===== src/rtl/countdown_arbiter_pkg.sv =====
// rtl/countdown_arbiter_pkg.sv - shared types and defaults for the countdown timer arbiter
//   Contents: arbiter FSM state enum and the default requester count / duration width.
package countdown_arbiter_pkg;

    typedef enum logic [1:0] {
        IDLE    = 2'd0,
        LAUNCH  = 2'd1,
        WAIT    = 2'd2,
        RELEASE = 2'd3
    } state_e;

    localparam int DEF_NUM_REQ = 4;
    localparam int DEF_TIME_W  = 16;

endpackage


===== src/rtl/countdown_arbiter_if.sv =====
// rtl/countdown_arbiter_if.sv - requester and timer handshake bundle for countdown_arbiter
//   req/req_time : requester levels and packed durations (slice i = [i*TIME_W +: TIME_W])
//   grant/done   : one-hot owner and one-hot completion pulse
//   busy/active_id : timer ownership flag and current/last owner index
//   cd_start/cd_time_in/cd_stop : timer start pulse, duration, stop pulse
//   slave modport is the arbiter side; master modport is the requester/timer side.
interface countdown_arbiter_if
    import countdown_arbiter_pkg::*;
#(
    parameter int NUM_REQ = DEF_NUM_REQ,
    parameter int TIME_W  = DEF_TIME_W
);
    localparam int ID_W = $clog2(NUM_REQ);

    logic [NUM_REQ-1:0]        req;
    logic [NUM_REQ*TIME_W-1:0] req_time;
    logic [NUM_REQ-1:0]        grant;
    logic [NUM_REQ-1:0]        done;
    logic                      busy;
    logic [ID_W-1:0]           active_id;
    logic                      cd_start;
    logic [TIME_W-1:0]         cd_time_in;
    logic                      cd_stop;

    modport slave (
        input  req, req_time, cd_stop,
        output grant, done, busy, active_id, cd_start, cd_time_in
    );

    modport master (
        output req, req_time, cd_stop,
        input  grant, done, busy, active_id, cd_start, cd_time_in
    );

endinterface


===== src/rtl/countdown_arbiter_rr_arbiter.sv =====
// rtl/countdown_arbiter_rr_arbiter.sv - combinational round-robin pick
//   req    : pending request vector
//   ptr    : index of the last served requester
//   winner : first set req bit scanning upward from ptr+1, wrapping
//   valid  : any request pending
module rr_arbiter #(
    parameter int N    = 4,
    parameter int ID_W = $clog2(N)
) (
    input  logic [N-1:0]    req,
    input  logic [ID_W-1:0] ptr,
    output logic [ID_W-1:0] winner,
    output logic            valid
);

    int              idx_i;
    logic [ID_W-1:0] idx;

    // Offsets 1..N visit ptr+1 first and ptr itself last, so a requester
    // that was just served only wins again when nobody else is waiting.
    always_comb begin
        winner = '0;
        valid  = 1'b0;
        idx_i  = 0;
        idx    = '0;
        for (int k = 1; k <= N; k++) begin
            idx_i = int'(ptr) + k;
            if (idx_i >= N) begin
                idx_i = idx_i - N;
            end
            idx = ID_W'(idx_i);
            if (!valid && req[idx]) begin
                valid  = 1'b1;
                winner = idx;
            end
        end
    end

endmodule


===== src/rtl/countdown_arbiter.sv =====
// rtl/countdown_arbiter.sv - shares one countdown timer between NUM_REQ requesters
//   clk : system clock
//   rst : asynchronous active-high reset
//   bus : countdown_arbiter_if.slave (requests in, grant/done/busy/active_id out,
//         cd_start/cd_time_in to the timer, cd_stop from the timer)
//   All outputs are registered.
module countdown_arbiter
    import countdown_arbiter_pkg::*;
#(
    parameter int NUM_REQ = DEF_NUM_REQ,
    parameter int TIME_W  = DEF_TIME_W
) (
    input  logic                 clk,
    input  logic                 rst,
    countdown_arbiter_if.slave   bus
);

    localparam int ID_W = $clog2(NUM_REQ);
    localparam logic [ID_W-1:0] PTR_RESET = ID_W'(NUM_REQ - 1);

    state_e              state_q, state_d;
    logic [NUM_REQ-1:0]  grant_q, grant_d;
    logic [NUM_REQ-1:0]  done_q, done_d;
    logic                busy_q, busy_d;
    logic [ID_W-1:0]     active_id_q, active_id_d;
    logic                cd_start_q, cd_start_d;
    logic [TIME_W-1:0]   cd_time_in_q, cd_time_in_d;
    logic [ID_W-1:0]     ptr_q, ptr_d;

    logic [ID_W-1:0]     pick_id;
    logic                pick_valid;
    logic [TIME_W-1:0]   slice [NUM_REQ];

    for (genvar i = 0; i < NUM_REQ; i++) begin : g_slice
        assign slice[i] = bus.req_time[i*TIME_W +: TIME_W];
    end

    rr_arbiter #(
        .N    (NUM_REQ),
        .ID_W (ID_W)
    ) u_rr (
        .req    (bus.req),
        .ptr    (ptr_q),
        .winner (pick_id),
        .valid  (pick_valid)
    );

    always_comb begin
        state_d      = state_q;
        grant_d      = grant_q;
        done_d       = done_q;
        busy_d       = busy_q;
        active_id_d  = active_id_q;
        cd_start_d   = cd_start_q;
        cd_time_in_d = cd_time_in_q;
        ptr_d        = ptr_q;

        case (state_q)
            IDLE: begin
                if (pick_valid) begin
                    grant_d          = '0;
                    grant_d[pick_id] = 1'b1;
                    active_id_d      = pick_id;
                    // Duration is sampled once here; later req_time changes
                    // cannot disturb a running countdown.
                    cd_time_in_d     = slice[pick_id];
                    cd_start_d       = 1'b1;
                    busy_d           = 1'b1;
                    state_d          = LAUNCH;
                end
            end
            LAUNCH: begin
                cd_start_d = 1'b0;
                state_d    = WAIT;
            end
            WAIT: begin
                // The timer has no abort, so only cd_stop ends a run even if
                // the owner has already dropped its request.
                if (bus.cd_stop) begin
                    grant_d             = '0;
                    busy_d              = 1'b0;
                    done_d              = '0;
                    done_d[active_id_q] = 1'b1;
                    ptr_d               = active_id_q;
                    state_d             = RELEASE;
                end
            end
            RELEASE: begin
                done_d  = '0;
                state_d = IDLE;
            end
            default: begin
                state_d = IDLE;
            end
        endcase
    end

    always_ff @(posedge clk or posedge rst) begin
        if (rst) begin
            state_q      <= IDLE;
            grant_q      <= '0;
            done_q       <= '0;
            busy_q       <= 1'b0;
            active_id_q  <= '0;
            cd_start_q   <= 1'b0;
            cd_time_in_q <= '0;
            ptr_q        <= PTR_RESET;
        end else begin
            state_q      <= state_d;
            grant_q      <= grant_d;
            done_q       <= done_d;
            busy_q       <= busy_d;
            active_id_q  <= active_id_d;
            cd_start_q   <= cd_start_d;
            cd_time_in_q <= cd_time_in_d;
            ptr_q        <= ptr_d;
        end
    end

    assign bus.grant      = grant_q;
    assign bus.done       = done_q;
    assign bus.busy       = busy_q;
    assign bus.active_id  = active_id_q;
    assign bus.cd_start   = cd_start_q;
    assign bus.cd_time_in = cd_time_in_q;

endmodule


===== src/flat_wrapper.sv =====
// flat-port wrapper written by rule: the top's interface ports become plain ports
module countdown_arbiter_flat import countdown_arbiter_pkg::*;
#(
    parameter int NUM_REQ = DEF_NUM_REQ,
    parameter int TIME_W  = DEF_TIME_W
)
  (clk, rst, bus_req, bus_req_time, bus_cd_stop, bus_grant, bus_done, bus_busy, bus_active_id, bus_cd_start, bus_cd_time_in);
  countdown_arbiter_if #(.NUM_REQ(NUM_REQ), .TIME_W(TIME_W)) bus_i ();
  input  logic clk;
  input  logic rst;
  input wire logic [$bits(bus_i.req)-1:0] bus_req;
  input wire logic [$bits(bus_i.req_time)-1:0] bus_req_time;
  input wire logic [$bits(bus_i.cd_stop)-1:0] bus_cd_stop;
  output wire logic [$bits(bus_i.grant)-1:0] bus_grant;
  output wire logic [$bits(bus_i.done)-1:0] bus_done;
  output wire logic [$bits(bus_i.busy)-1:0] bus_busy;
  output wire logic [$bits(bus_i.active_id)-1:0] bus_active_id;
  output wire logic [$bits(bus_i.cd_start)-1:0] bus_cd_start;
  output wire logic [$bits(bus_i.cd_time_in)-1:0] bus_cd_time_in;
  assign bus_i.req = bus_req;
  assign bus_i.req_time = bus_req_time;
  assign bus_i.cd_stop = bus_cd_stop;
  assign bus_grant = bus_i.grant;
  assign bus_done = bus_i.done;
  assign bus_busy = bus_i.busy;
  assign bus_active_id = bus_i.active_id;
  assign bus_cd_start = bus_i.cd_start;
  assign bus_cd_time_in = bus_i.cd_time_in;
  countdown_arbiter #(.NUM_REQ(NUM_REQ), .TIME_W(TIME_W)) u_core (.clk(clk), .rst(rst), .bus(bus_i));
endmodule

===== config.mk =====
export PLATFORM = sky130hd
export DESIGN_NAME = countdown_arbiter_flat
export DESIGN_NICKNAME = d
export VERILOG_FILES = /design/src/rtl/countdown_arbiter_pkg.sv /design/src/rtl/countdown_arbiter_if.sv /design/src/rtl/countdown_arbiter_rr_arbiter.sv /design/src/rtl/countdown_arbiter.sv /design/src/flat_wrapper.sv
export SDC_FILE = /design/constraint.sdc
export NUM_CORES = 1
export LEC_CHECK = 0
export CAP_MARGIN = 30
export CELL_PAD_IN_SITES_DETAIL_PLACEMENT = 0
export CELL_PAD_IN_SITES_GLOBAL_PLACEMENT = 1
export CORE_MARGIN = 3
export CORE_UTILIZATION = 29
export DETAILED_ROUTE_END_ITERATION = 8
export MAX_ROUTING_LAYER = met4
export PLACE_DENSITY = 0.82
export SYNTH_ARGS = -nofsm -noshare
export SYNTH_HDL_FRONTEND = slang
export SYNTH_SLANG_ARGS = --single-unit
export TNS_END_PERCENT = 1

===== constraint.sdc =====
create_clock -name clk -period 2.2 [get_ports clk]
set_input_delay 0.44 -clock clk [delete_from_list [all_inputs] [get_ports clk]]
set_output_delay 0.44 -clock clk [all_outputs]
set_load 0.005 [all_outputs]

==> impl_results.rst, run 1 <==
.. list-table::
   :header-rows: 1

   * - Metric
     - Value
   * - Power per unit of standard cell area
     - 1120 mW/mm^2
   * - Flip-flop and latch count after synthesis
     - 32
   * - Count of flip-flops with a built-in enable after synthesis
     - 0
   * - Via density per instance
     - 5.21
   * - Remaining number of nets flagged by the antenna check after routing
     - 0
   * - Peak VDD IR
     - 0.429 mV
   * - Warnings from Yosys
     - 0
   * - Slowest cell on the critical path
     - sky130_fd_sc_hd__clkdlybuf4s50_1
   * - Maximum level of the CTS H-tree
     - 2
   * - Clock Skew
     - 0.00451 ns
   * - Leak pwr
     - 1.30 nW
   * - Ordered cell list for the critical path
     - clkdlybuf4s50_1 -> nor3_1 -> a221o_1 -> buf_4 -> a32oi_1 -> a31oi_1
   * - Critical Path RT
     - 2.36 ns
   * - Type of element launching the critical path
     - input port
   * - Share of synthesized area occupied by flip-flops and latches
     - 0.400
   * - Cell depth of the worst min-delay path
     - 2
   * - DR iter-0 viols
     - 98
   * - Total Routed Length
     - 7070 um
   * - Initial core utilization
     - 0.307
   * - Highest net fanout along the worst path
     - 10
   * - GP Congestion
     - 0.850
   * - Count of unresolved DRC violations after routing
     - 0
   * - Post-route minimum period
     - 1.91 ns
   * - Routed length per placed instance
     - 17.4 um
   * - Grt ovf
     - 0
   * - Post CTS Setup Buffer Count
     - 0
   * - Final cell utilization of the core
     - 0.493
   * - Via count of the first global-routing pass
     - 2225
   * - Placement Rows
     - 29
   * - Initial antenna violation count
     - 0
   * - Pin count of the biggest net entering global routing
     - 33
   * - Path depth of the worst reg2reg path
     - 5
   * - Overall fraction of global-route tracks in use
     - 0.184
   * - Max Freq
     - 524 MHz
   * - Area of the mapped netlist
     - 0.00201 mm^2
   * - Mean instance size in the synthesized netlist
     - 9.12 um^2
   * - Number of setup violations in the final report
     - 0
   * - Post-CTS resize count
     - 0
   * - Area of the core
     - 0.00653 mm^2
   * - Ratio of final minimum period to clock period
     - 0.867
   * - Overall die height
     - 89.2 um
   * - Outcome
     - completed
   * - Buffers on Ports
     - 98
   * - Unrepaired setup endpoints after global routing
     - false
   * - Placed wire-length estimate after detailed placement
     - 5260 um
   * - Clock latency at the later pin of the worst-skew pair
     - 0.28 ns
   * - Layout overhead on the synthesized area
     - 60.3%
   * - DRT Pass-1 Iters
     - 4
   * - Top Ports
     - 99
   * - Post-synthesis async set-or-reset flop share
     - 1.00
   * - Number of nets produced by synthesis
     - 296
   * - Data arrival time of the critical path
     - 2.07 ns
   * - Count of pins over their slew limit
     - 0
   * - Number of violations of the max-capacitance limit
     - 0
   * - CTS sink count
     - 32
   * - # diodes
     - 0
   * - Hold/Removal Path Class
     - register to register
   * - Max-slew headroom
     - 0.715
   * - Gate count of the mapped netlist
     - 220
   * - Layout cells sized above 1
     - 0.119
   * - Stage delay of the slowest cell on the critical path
     - 0.70 ns
   * - CTS hold repair buffers
     - 0
   * - Setup TNS
     - 0 ns
   * - Number of vias after detailed routing
     - 2117
   * - # nets final
     - 404
   * - Number of buffers inserted during clock tree synthesis
     - 5
   * - Width of the die
     - 89.2 um
   * - Cell at the root of the clock tree
     - sky130_fd_sc_hd__clkbuf_8
   * - Transition time at the pin with the least slew margin
     - 0.427 ns
   * - Type of the worst setup path
     - input port to register
   * - CP Capture Type
     - register
   * - Maximum clock insertion buffer count
     - 2
   * - TritonCTS clock tree
     - built
   * - Leading register cell type out of synthesis
     - sky130_fd_sc_hd__dfrtp_1
   * - Die Footprint
     - 0.00795 mm^2
   * - Clock transition at path regs
     - 0.07 ns
   * - Global-route wire length before repair
     - 11000 um
   * - Number of distinct library cells after synthesis
     - 41
   * - Hold Violations, Final
     - 0
registers in the layout, summed over array words and instances (netlist names):
| signal | count |
|---|---|
| u_core.ptr_q | 2 |
| u_core.bus.busy | 1 |
| u_core.bus.done | 4 |
| u_core.bus.cd_start | 1 |
| u_core.bus.grant | 4 |
| u_core.bus.active_id | 2 |
| u_core.bus.cd_time_in | 16 |
| u_core.state_q | 2 |
report_power, final:
group / switching, mW / leakage [nW] / internal, mW
Sequential: 0.227 / 0.381 / 0.892
Combinational: 0.906 / 0.880 / 1.12
Clock: 0.223 / 0.0422 / 0.222
Total: 1.36 / 1.30 / 2.23
metal layers:
layer  wire, um  up-vias  track usage  share of wire
met5          0        -            -              0
met2       3410       68        0.293           0.48
li1           -     1025            -              -
met1       3170     1020        0.240           0.45
met4         40        0       0.0365         0.0057
met3        445        4       0.0433          0.063
synthesized netlist by cell type (2+ instances only):
cell / n / share of area
sky130_fd_sc_hd__o21ai_0: 23 / 0.057
sky130_fd_sc_hd__a21o_1: 3 / 0.011
sky130_fd_sc_hd__and2_1: 16 / 0.050
sky130_fd_sc_hd__dfstp_2: 2 / 0.026
sky130_fd_sc_hd__nand2_1: 9 / 0.017
sky130_fd_sc_hd__a32o_1: 2 / 0.010
sky130_fd_sc_hd__buf_6: 3 / 0.017
sky130_fd_sc_hd__nand2b_1: 3 / 0.0094
sky130_fd_sc_hd__and3_1: 2 / 0.0062
sky130_fd_sc_hd__a21oi_1: 18 / 0.045
sky130_fd_sc_hd__buf_4: 2 / 0.0075
sky130_fd_sc_hd__a31oi_1: 16 / 0.050
sky130_fd_sc_hd__dfrtp_1: 30 / 0.37
sky130_fd_sc_hd__a22o_1: 2 / 0.0087
sky130_fd_sc_hd__nor3_1: 2 / 0.0050
sky130_fd_sc_hd__nor2_1: 24 / 0.045
sky130_fd_sc_hd__mux2_2: 3 / 0.017
sky130_fd_sc_hd__ha_1: 5 / 0.031
sky130_fd_sc_hd__inv_1: 8 / 0.015
sky130_fd_sc_hd__clkbuf_1: 5 / 0.0094
sky130_fd_sc_hd__buf_2: 6 / 0.015
sky130_fd_sc_hd__nand2b_2: 2 / 0.0087
sky130_fd_sc_hd__a32oi_1: 16 / 0.070
cells by family (layout without fill, tap and decap cells):
family | Yosys count | after routing | share of synthesized area
buffers and inverters | 26 | 135 | 0.0736
AO/OA/AOI/OAI | 92 | 92 | 0.321
multiplexers | 4 | 4 | 0.0218
AND/OR/NAND/NOR | 61 | 61 | 0.152
adder cells (fa/ha/maj) | 5 | 5 | 0.0312
flip-flops | 32 | 32 | 0.400
critical path, delay by kind of cell:
| family | cells | cell delay, ns |
|---|---|---|
| compound gates | 3 | 0.62 |
| buf+inv | 2 | 0.89 |
| simple gates | 1 | 0.12 |
cell usage in the layout, fill, tap and decap left out, drive strengths merged:
cell and instances:
a21bo 1, and3 2, buf 21, a221o 1, mux2i 1, o21a 1
ha 5, o21ai 23, clkbuf 7, a31oi 16, and2 16, a221oi 1
inv 8, a21oi 18, clkdlybuf4s50 98, dfstp 2, a22o 2, o32a 1
a32o 2, nor3 2, nand2b 5, a32oi 16, a21boi 2, mux2 3
nand3 1, a21o 3, a211o 1, o31ai 1, nand2 9, a211oi 1
clkinv 1, nor2b 1, dfrtp 30, nor2 25, o41ai 1, a311o 1
layout make-up:
type                       instances  area (um^2)
clock inverter                     1         5.00
inverter                           8         30.0
fill                             630         3310
sequential                        32          803
timing repair buffer             119         1150
multi-input combinational        162         1060
tap                               77         96.3
clock buffer                       7         76.3
metrics by stage:
step,cells,hold WS (ns),total power [mW],setup slack [ns],cell area (um^2)
final,406,0.484,3.59,0.293,3220
after global routing,406,0.514,3.89,0.204,3220
after CTS,406,0.490,3.62,0.288,3220
after detailed placement,398,0.474,3.15,0.0273,3140
after global placement,398,0.469,3.11,0.0414,3140
after floorplan,220,0.473,2.18,0.523,2010
path summary, 6_finish.rpt:
kind                                         start                        to  slack [ns]
worst max register to register     u_core.ptr_q[0]  u_core.bus.cd_time_in[6]        0.48
min in group asynchronous                      rst  u_core.bus.cd_time_in[9]        0.55
worst min-delay path            u_core.bus.done[0]        u_core.bus.done[0]        0.48
worst min register to register  u_core.bus.done[0]        u_core.bus.done[0]        0.48
max in group asynchronous                      rst           u_core.ptr_q[0]        1.31
worst max-delay path                    bus_req[0]  u_core.bus.cd_time_in[6]        0.29
(Power assumes the default switching activity.)
==> inputs of run 2 (changes only) <==
--- a/config.mk
+++ b/config.mk
@@ -13,6 +13,7 @@
 export DETAILED_ROUTE_END_ITERATION = 8
 export MAX_ROUTING_LAYER = met4
 export PLACE_DENSITY = 0.82
+export SETUP_SLACK_MARGIN = 0.3
 export SYNTH_ARGS = -nofsm -noshare
 export SYNTH_HDL_FRONTEND = slang
 export SYNTH_SLANG_ARGS = --single-unit
==> impl_results.rst, run 2 (same netlist as run 1, synthesis figures left out) <==
.. list-table::
   :header-rows: 1

   * - Metric
     - Value
   * - Launch instance of the worst register-to-register path
     - u_core.ptr_q[0]
   * - Clock Skew
     - 0.00390 ns
   * - Max Freq
     - 531 MHz
   * - CP Capture Type
     - register
   * - Routed length per placed instance
     - 17.4 um
   * - Number of vias after detailed routing
     - 2117
   * - GP Congestion
     - 0.850
   * - CTS sink count
     - 32
   * - Critical Path RT
     - 2.36 ns
   * - TritonCTS clock tree
     - built
   * - Slowest cell on the critical path
     - sky130_fd_sc_hd__clkdlybuf4s50_1
   * - Most frequent cells in the layout
     - 96 x sky130_fd_sc_hd__clkdlybuf4s50_1, 30 x sky130_fd_sc_hd__dfrtp_1, 24 x sky130_fd_sc_hd__nor2_1, 23 x sky130_fd_sc_hd__o21ai_0, 20 x sky130_fd_sc_hd__buf_4
   * - Number of buffers inserted during clock tree synthesis
     - 5
   * - Stage delay of the slowest cell on the critical path
     - 0.63 ns
   * - Min-Delay Endpoint
     - u_core.bus.done[0]
   * - Ordered cell list for the critical path
     - clkdlybuf4s50_1 -> nand2b_2 -> a221o_1 -> buf_4 -> a32oi_1 -> a31oi_1
   * - Launching element of the worst setup path
     - bus_req[1]
   * - DR iter-0 viols
     - 98
   * - Clock latency at the later pin of the worst-skew pair
     - 0.28 ns
   * - Number of violations of the max-capacitance limit
     - 0
   * - Number of setup violations in the final report
     - 0
   * - Unrepaired setup endpoints after global routing
     - true
   * - Maximum clock insertion buffer count
     - 2
   * - Layout cells sized above 1
     - 0.119
   * - Seq pwr share
     - 0.312
   * - Total Routed Length
     - 7060 um
   * - Top Ports
     - 99
   * - Via density per instance
     - 5.21
   * - Global-route wire length before repair
     - 11000 um
   * - Placed wire-length estimate after detailed placement
     - 5260 um
   * - Post-route minimum period
     - 1.88 ns
   * - Most common library cell in the layout ignoring fill and taps
     - sky130_fd_sc_hd__clkdlybuf4s50_1
   * - Number of fill cells in the layout
     - 631
   * - Register-to-register path setup slack
     - 0.48 ns
   * - Max-slew headroom
     - 0.715
   * - Highest net fanout along the worst path
     - 10
   * - Grt ovf
     - 0
   * - # nets final
     - 404
   * - Remaining number of nets flagged by the antenna check after routing
     - 0
   * - Placement Rows
     - 29
   * - Internal cell power
     - 2.23 mW
   * - Hold Violations, Final
     - 0
   * - Hold/Removal Path Class
     - register to register
   * - Layout overhead on the synthesized area
     - 60.4%
   * - Initial core utilization
     - 0.307
   * - Launch point of the worst hold path
     - u_core.bus.done[0]
   * - Die Footprint
     - 0.00795 mm^2
   * - Clk network pwr share
     - 0.124
   * - Initial antenna violation count
     - 0
   * - Cell at the root of the clock tree
     - sky130_fd_sc_hd__clkbuf_8
   * - Count of pins over their slew limit
     - 0
   * - Total area of sequential cells
     - 803 um^2
   * - # diodes
     - 0
   * - Overall fraction of global-route tracks in use
     - 0.184
   * - Ratio of final minimum period to clock period
     - 0.855
   * - Max FFs per register
     - 16
   * - Sw Ratio
     - 0.378
   * - Pin count of the biggest net entering global routing
     - 33
   * - Final cell area excluding filler cells
     - 0.00322 mm^2
   * - Outcome
     - completed
   * - Power share of the combinational group
     - 0.564
   * - Count of unresolved DRC violations after routing
     - 0
   * - Net switching power figure
     - 1.35 mW
   * - Via count of the first global-routing pass
     - 2225
   * - Area of the core
     - 0.00653 mm^2
   * - Setup TNS
     - 0 ns
   * - Overall die height
     - 89.2 um
   * - Layout Cells excl Fill
     - 406
   * - Placed cell count
     - 398
   * - Transition time at the pin with the least slew margin
     - 0.427 ns
   * - Maximum level of the CTS H-tree
     - 2
   * - Power per unit of standard cell area
     - 1110 mW/mm^2
   * - Area used by multi-input combinational logic
     - 0.00106 mm^2
   * - Buffers on Ports
     - 98
   * - Total design power
     - 3.59 mW
   * - Cell depth of the worst min-delay path
     - 2
   * - Placed instance area
     - 0.00314 mm^2
   * - Width of the die
     - 89.2 um
   * - Data arrival time of the critical path
     - 2.04 ns
   * - CTS hold repair buffers
     - 0
   * - Peak VDD IR
     - 0.429 mV
   * - Path depth of the worst reg2reg path
     - 5
   * - Endpoint of the most critical register-to-register path
     - u_core.bus.cd_time_in[6]
   * - Type of element launching the critical path
     - input port
   * - Clock transition at path regs
     - 0.07 ns
   * - Type of the worst setup path
     - input port to register
   * - Leak pwr
     - 1.31 nW
   * - DRT Pass-1 Iters
     - 4
==> run 2: power by group through the flow <==
stage / sequential, mW / clock (mW) / combinational [mW]
CTS: 1.12 / 0.459 / 2.04
finish: 1.12 / 0.445 / 2.02
floorplan: 1.08 / 0 / 1.10
global placement: 1.12 / 0 / 1.99
detailed placement: 1.13 / 0 / 2.02
global route: 1.17 / 0.484 / 2.24
==> run 2: per-layer routing <==
layer  share of wire  vias up  global-route usage  wire length [um]
li1                -     1028                   -                 -
met2            0.49       68               0.293              3440
met5               0        -                   -                 0
met4          0.0033        0              0.0365                23
met1            0.45     1019               0.240              3140
met3           0.064        2              0.0433               452
==> run 2: how the worst max path moves through the flow <==
| stage | end |
|---|---|
| floorplan | u_core.bus.cd_time_in[10] |
| CTS | u_core.bus.cd_time_in[13] |
| global placement | u_core.state_q[1] |
| global route | u_core.bus.cd_time_in[15] |
| finish | u_core.bus.cd_time_in[6] |
| detailed placement | u_core.bus.cd_time_in[13] |
==> run 2: repair_timing <==
action                                  CTS  global route
endpoints found under the setup margin    1            17
setup buffers                             0             0
gates resized for setup                   1             1
==> run 2: critical path: cells and delay by family <==
kind,cells,cell delay [ns]
buffers and inverters,2,0.82
AOI/OAI and AO/OA,3,0.65
and+or+nand+nor,1,0.13
==> run 2: cell type report <==
cell class | instances | share of cell area
Clock buffer | 7 | 0.0237
Clock inverter | 1 | 0.00155
Inverter | 8 | 0.00933
Multi-Input combinational cell | 162 | 0.328
Sequential cell | 32 | 0.250
Tap cell | 77 | 0.0299
Timing Repair Buffer | 119 | 0.358
==> run 2: stage by stage <==
step                setup slack (ns)  hold WS (ns)  utilization
floorplan                      0.523         0.473            -
global placement              0.0414         0.469        0.480
detailed placement            0.0273         0.474        0.480
CTS                            0.313         0.490        0.493
global route                   0.243         0.514        0.493
finish                         0.318         0.484        0.493
==> inputs of run 3 (changes only) <==
--- a/config.mk
+++ b/config.mk
@@ -8,6 +8,7 @@
 export CAP_MARGIN = 30
 export CELL_PAD_IN_SITES_DETAIL_PLACEMENT = 0
 export CELL_PAD_IN_SITES_GLOBAL_PLACEMENT = 1
+export CORE_ASPECT_RATIO = 0.5
 export CORE_MARGIN = 3
 export CORE_UTILIZATION = 29
 export DETAILED_ROUTE_END_ITERATION = 8
==> impl_results.rst, run 3 (same netlist as run 1, synthesis figures left out) <==
.. list-table::
   :header-rows: 1

   * - Metric
     - Value
   * - Critical Path RT
     - 2.34 ns
   * - Final cell area excluding filler cells
     - 0.00330 mm^2
   * - Data arrival time of the critical path
     - 1.97 ns
   * - Maximum clock insertion buffer count
     - 2
   * - Leak pwr
     - 1.33 nW
   * - Path depth of the worst reg2reg path
     - 5
   * - TritonCTS clock tree
     - built
   * - Register-to-register path setup slack
     - 0.49 ns
   * - Number of vias after detailed routing
     - 2081
   * - Placed wire-length estimate after detailed placement
     - 5140 um
   * - Initial antenna violation count
     - 0
   * - Grt ovf
     - 0
   * - Overall die height
     - 64.8 um
   * - Clock latency at the later pin of the worst-skew pair
     - 0.27 ns
   * - Number of buffers inserted during clock tree synthesis
     - 5
   * - Post-route minimum period
     - 1.83 ns
   * - Cell depth of the worst min-delay path
     - 2
   * - Remaining number of nets flagged by the antenna check after routing
     - 0
   * - Total Routed Length
     - 6660 um
   * - Placement Rows
     - 20
   * - CTS sink count
     - 32
   * - Area of the core
     - 0.00638 mm^2
   * - GP Congestion
     - 0.795
   * - Type of the worst setup path
     - input port to register
   * - Critical Path End
     - u_core.bus.cd_time_in[13]
   * - Top Ports
     - 99
   * - Hold Violations, Final
     - 0
   * - Clock Skew
     - 0.00308 ns
   * - Max FFs per register
     - 16
   * - Routed length per placed instance
     - 16.3 um
   * - Pin count of the biggest net entering global routing
     - 21
   * - Unrepaired setup endpoints after global routing
     - true
   * - DR iter-0 viols
     - 109
   * - Count of unresolved DRC violations after routing
     - 0
   * - Buffers on Ports
     - 98
   * - Ratio of final minimum period to clock period
     - 0.832
   * - Outcome
     - completed
   * - Max-slew headroom
     - 0.626
   * - DRT Pass-1 Iters
     - 4
   * - Global-route wire length before repair
     - 10800 um
   * - Via density per instance
     - 5.09
   * - Highest net fanout along the worst path
     - 7
   * - Launching element of the worst setup path
     - bus_req[3]
   * - Clock transition at path regs
     - 0.06 ns
   * - # diodes
     - 0
   * - Final cell utilization of the core
     - 0.517
   * - # nets final
     - 396
   * - Type of element launching the critical path
     - input port
   * - Most common library cell in the layout ignoring fill and taps
     - sky130_fd_sc_hd__clkdlybuf4s50_1
   * - Launch instance of the worst register-to-register path
     - u_core.ptr_q[0]
   * - Layout cells sized above 1
     - 0.112
   * - Area used by multi-input combinational logic
     - 0.00107 mm^2
   * - Placed cell count
     - 401
   * - Number of violations of the max-capacitance limit
     - 0
   * - Number of fill cells in the layout
     - 602
   * - Total area of sequential cells
     - 803 um^2
   * - Via count of the first global-routing pass
     - 2136
   * - Count of pins over their slew limit
     - 0
   * - Transition time at the pin with the least slew margin
     - 0.560 ns
   * - Peak VDD IR
     - 0.439 mV
   * - Power per unit of standard cell area
     - 1180 mW/mm^2
   * - Layout overhead on the synthesized area
     - 64.5%
   * - CP Capture Type
     - register
   * - Die Footprint
     - 0.00802 mm^2
   * - Overall fraction of global-route tracks in use
     - 0.174
   * - Hold/Removal Path Class
     - register to register
   * - Layout Cells excl Fill
     - 409
   * - Initial core utilization
     - 0.315
   * - Maximum level of the CTS H-tree
     - 2
   * - Width of the die
     - 124 um
   * - Most frequent cells in the layout
     - 95 x sky130_fd_sc_hd__clkdlybuf4s50_1, 30 x sky130_fd_sc_hd__dfrtp_1, 23 x sky130_fd_sc_hd__nor2_1, 23 x sky130_fd_sc_hd__o21ai_0, 18 x sky130_fd_sc_hd__a21oi_1
   * - Endpoint of the most critical register-to-register path
     - u_core.bus.cd_time_in[0]
   * - Placed instance area
     - 0.00312 mm^2
   * - Number of setup violations in the final report
     - 0
   * - Cell at the root of the clock tree
     - sky130_fd_sc_hd__clkbuf_16
   * - Max Freq
     - 546 MHz
## run 3: worst min path at each step
stage,from,endpoint,slack [ns]
2_1_floorplan,u_core.bus.done[0],u_core.bus.done[0],0.47
3_3_place_gp,u_core.bus.done[0],u_core.bus.done[0],0.46
3_5_place_dp,u_core.bus.done[0],u_core.bus.done[0],0.47
4_1_cts,u_core.bus.done[0],u_core.bus.done[0],0.48
5_1_grt,u_core.bus.done[0],u_core.bus.done[0],0.50
6_report,u_core.bus.done[0],u_core.bus.done[0],0.47
## run 3: metal layers
metal / routed length, um / share of wire / vias up / global-route usage
li1: - / - / 1010 / -
met1: 2820 / 0.42 / 1027 / 0.214
met2: 3550 / 0.53 / 42 / 0.308
met3: 269 / 0.040 / 2 / 0.0305
met4: 25 / 0.0038 / 0 / 0.0207
met5: 0 / 0 / - / -
## run 3: repair_timing
action,4_1_cts,5_1_grt
pin swaps,0,0
buffers inserted,0,0
cloned,0,0
resized for setup,3,5
hold buffers,0,0
setup endpoints to repair,8,17
hold endpoints to repair,0,0
## run 3: worst max-delay path: stages
cell and delay (ns):
sky130_fd_sc_hd__clkdlybuf4s50_1 0.47, sky130_fd_sc_hd__buf_6 0.14, sky130_fd_sc_hd__nand2b_2 0.09, sky130_fd_sc_hd__a311o_1 0.37
sky130_fd_sc_hd__buf_4 0.17, sky130_fd_sc_hd__a32oi_1 0.17, sky130_fd_sc_hd__a31oi_1 0.12
## run 3: area by class of cell
type	count	area share
Timing Repair Buffer	111	0.340
Clock inverter	3	0.0129
Sequential cell	32	0.243
Multi-Input combinational cell	162	0.323
Clock buffer	5	0.0379
Inverter	8	0.00909
Tap cell	88	0.0333
## run 3: where the power goes
group          leakage [nW]  internal [mW]  total (mW)  switching, mW
Clock                0.0798          0.531       0.794          0.262
Sequential            0.381          0.893        1.12          0.224
Combinational         0.865           1.10        2.00          0.896
Total                  1.33           2.53        3.91           1.38
## run 3: stage by stage
step | worst slack [ns] | power [mW] | setup TNS (ns) | hold slack, ns
CTS | 0.285 | 3.91 | 0 | 0.478
detailed placement | -0.0448 | 3.12 | -0.0616 | 0.466
global route | 0.286 | 4.22 | 0 | 0.499
finish | 0.370 | 3.91 | 0 | 0.472
global placement | -0.00388 | 3.06 | -0.00388 | 0.465
floorplan | 0.523 | 2.18 | 0 | 0.473
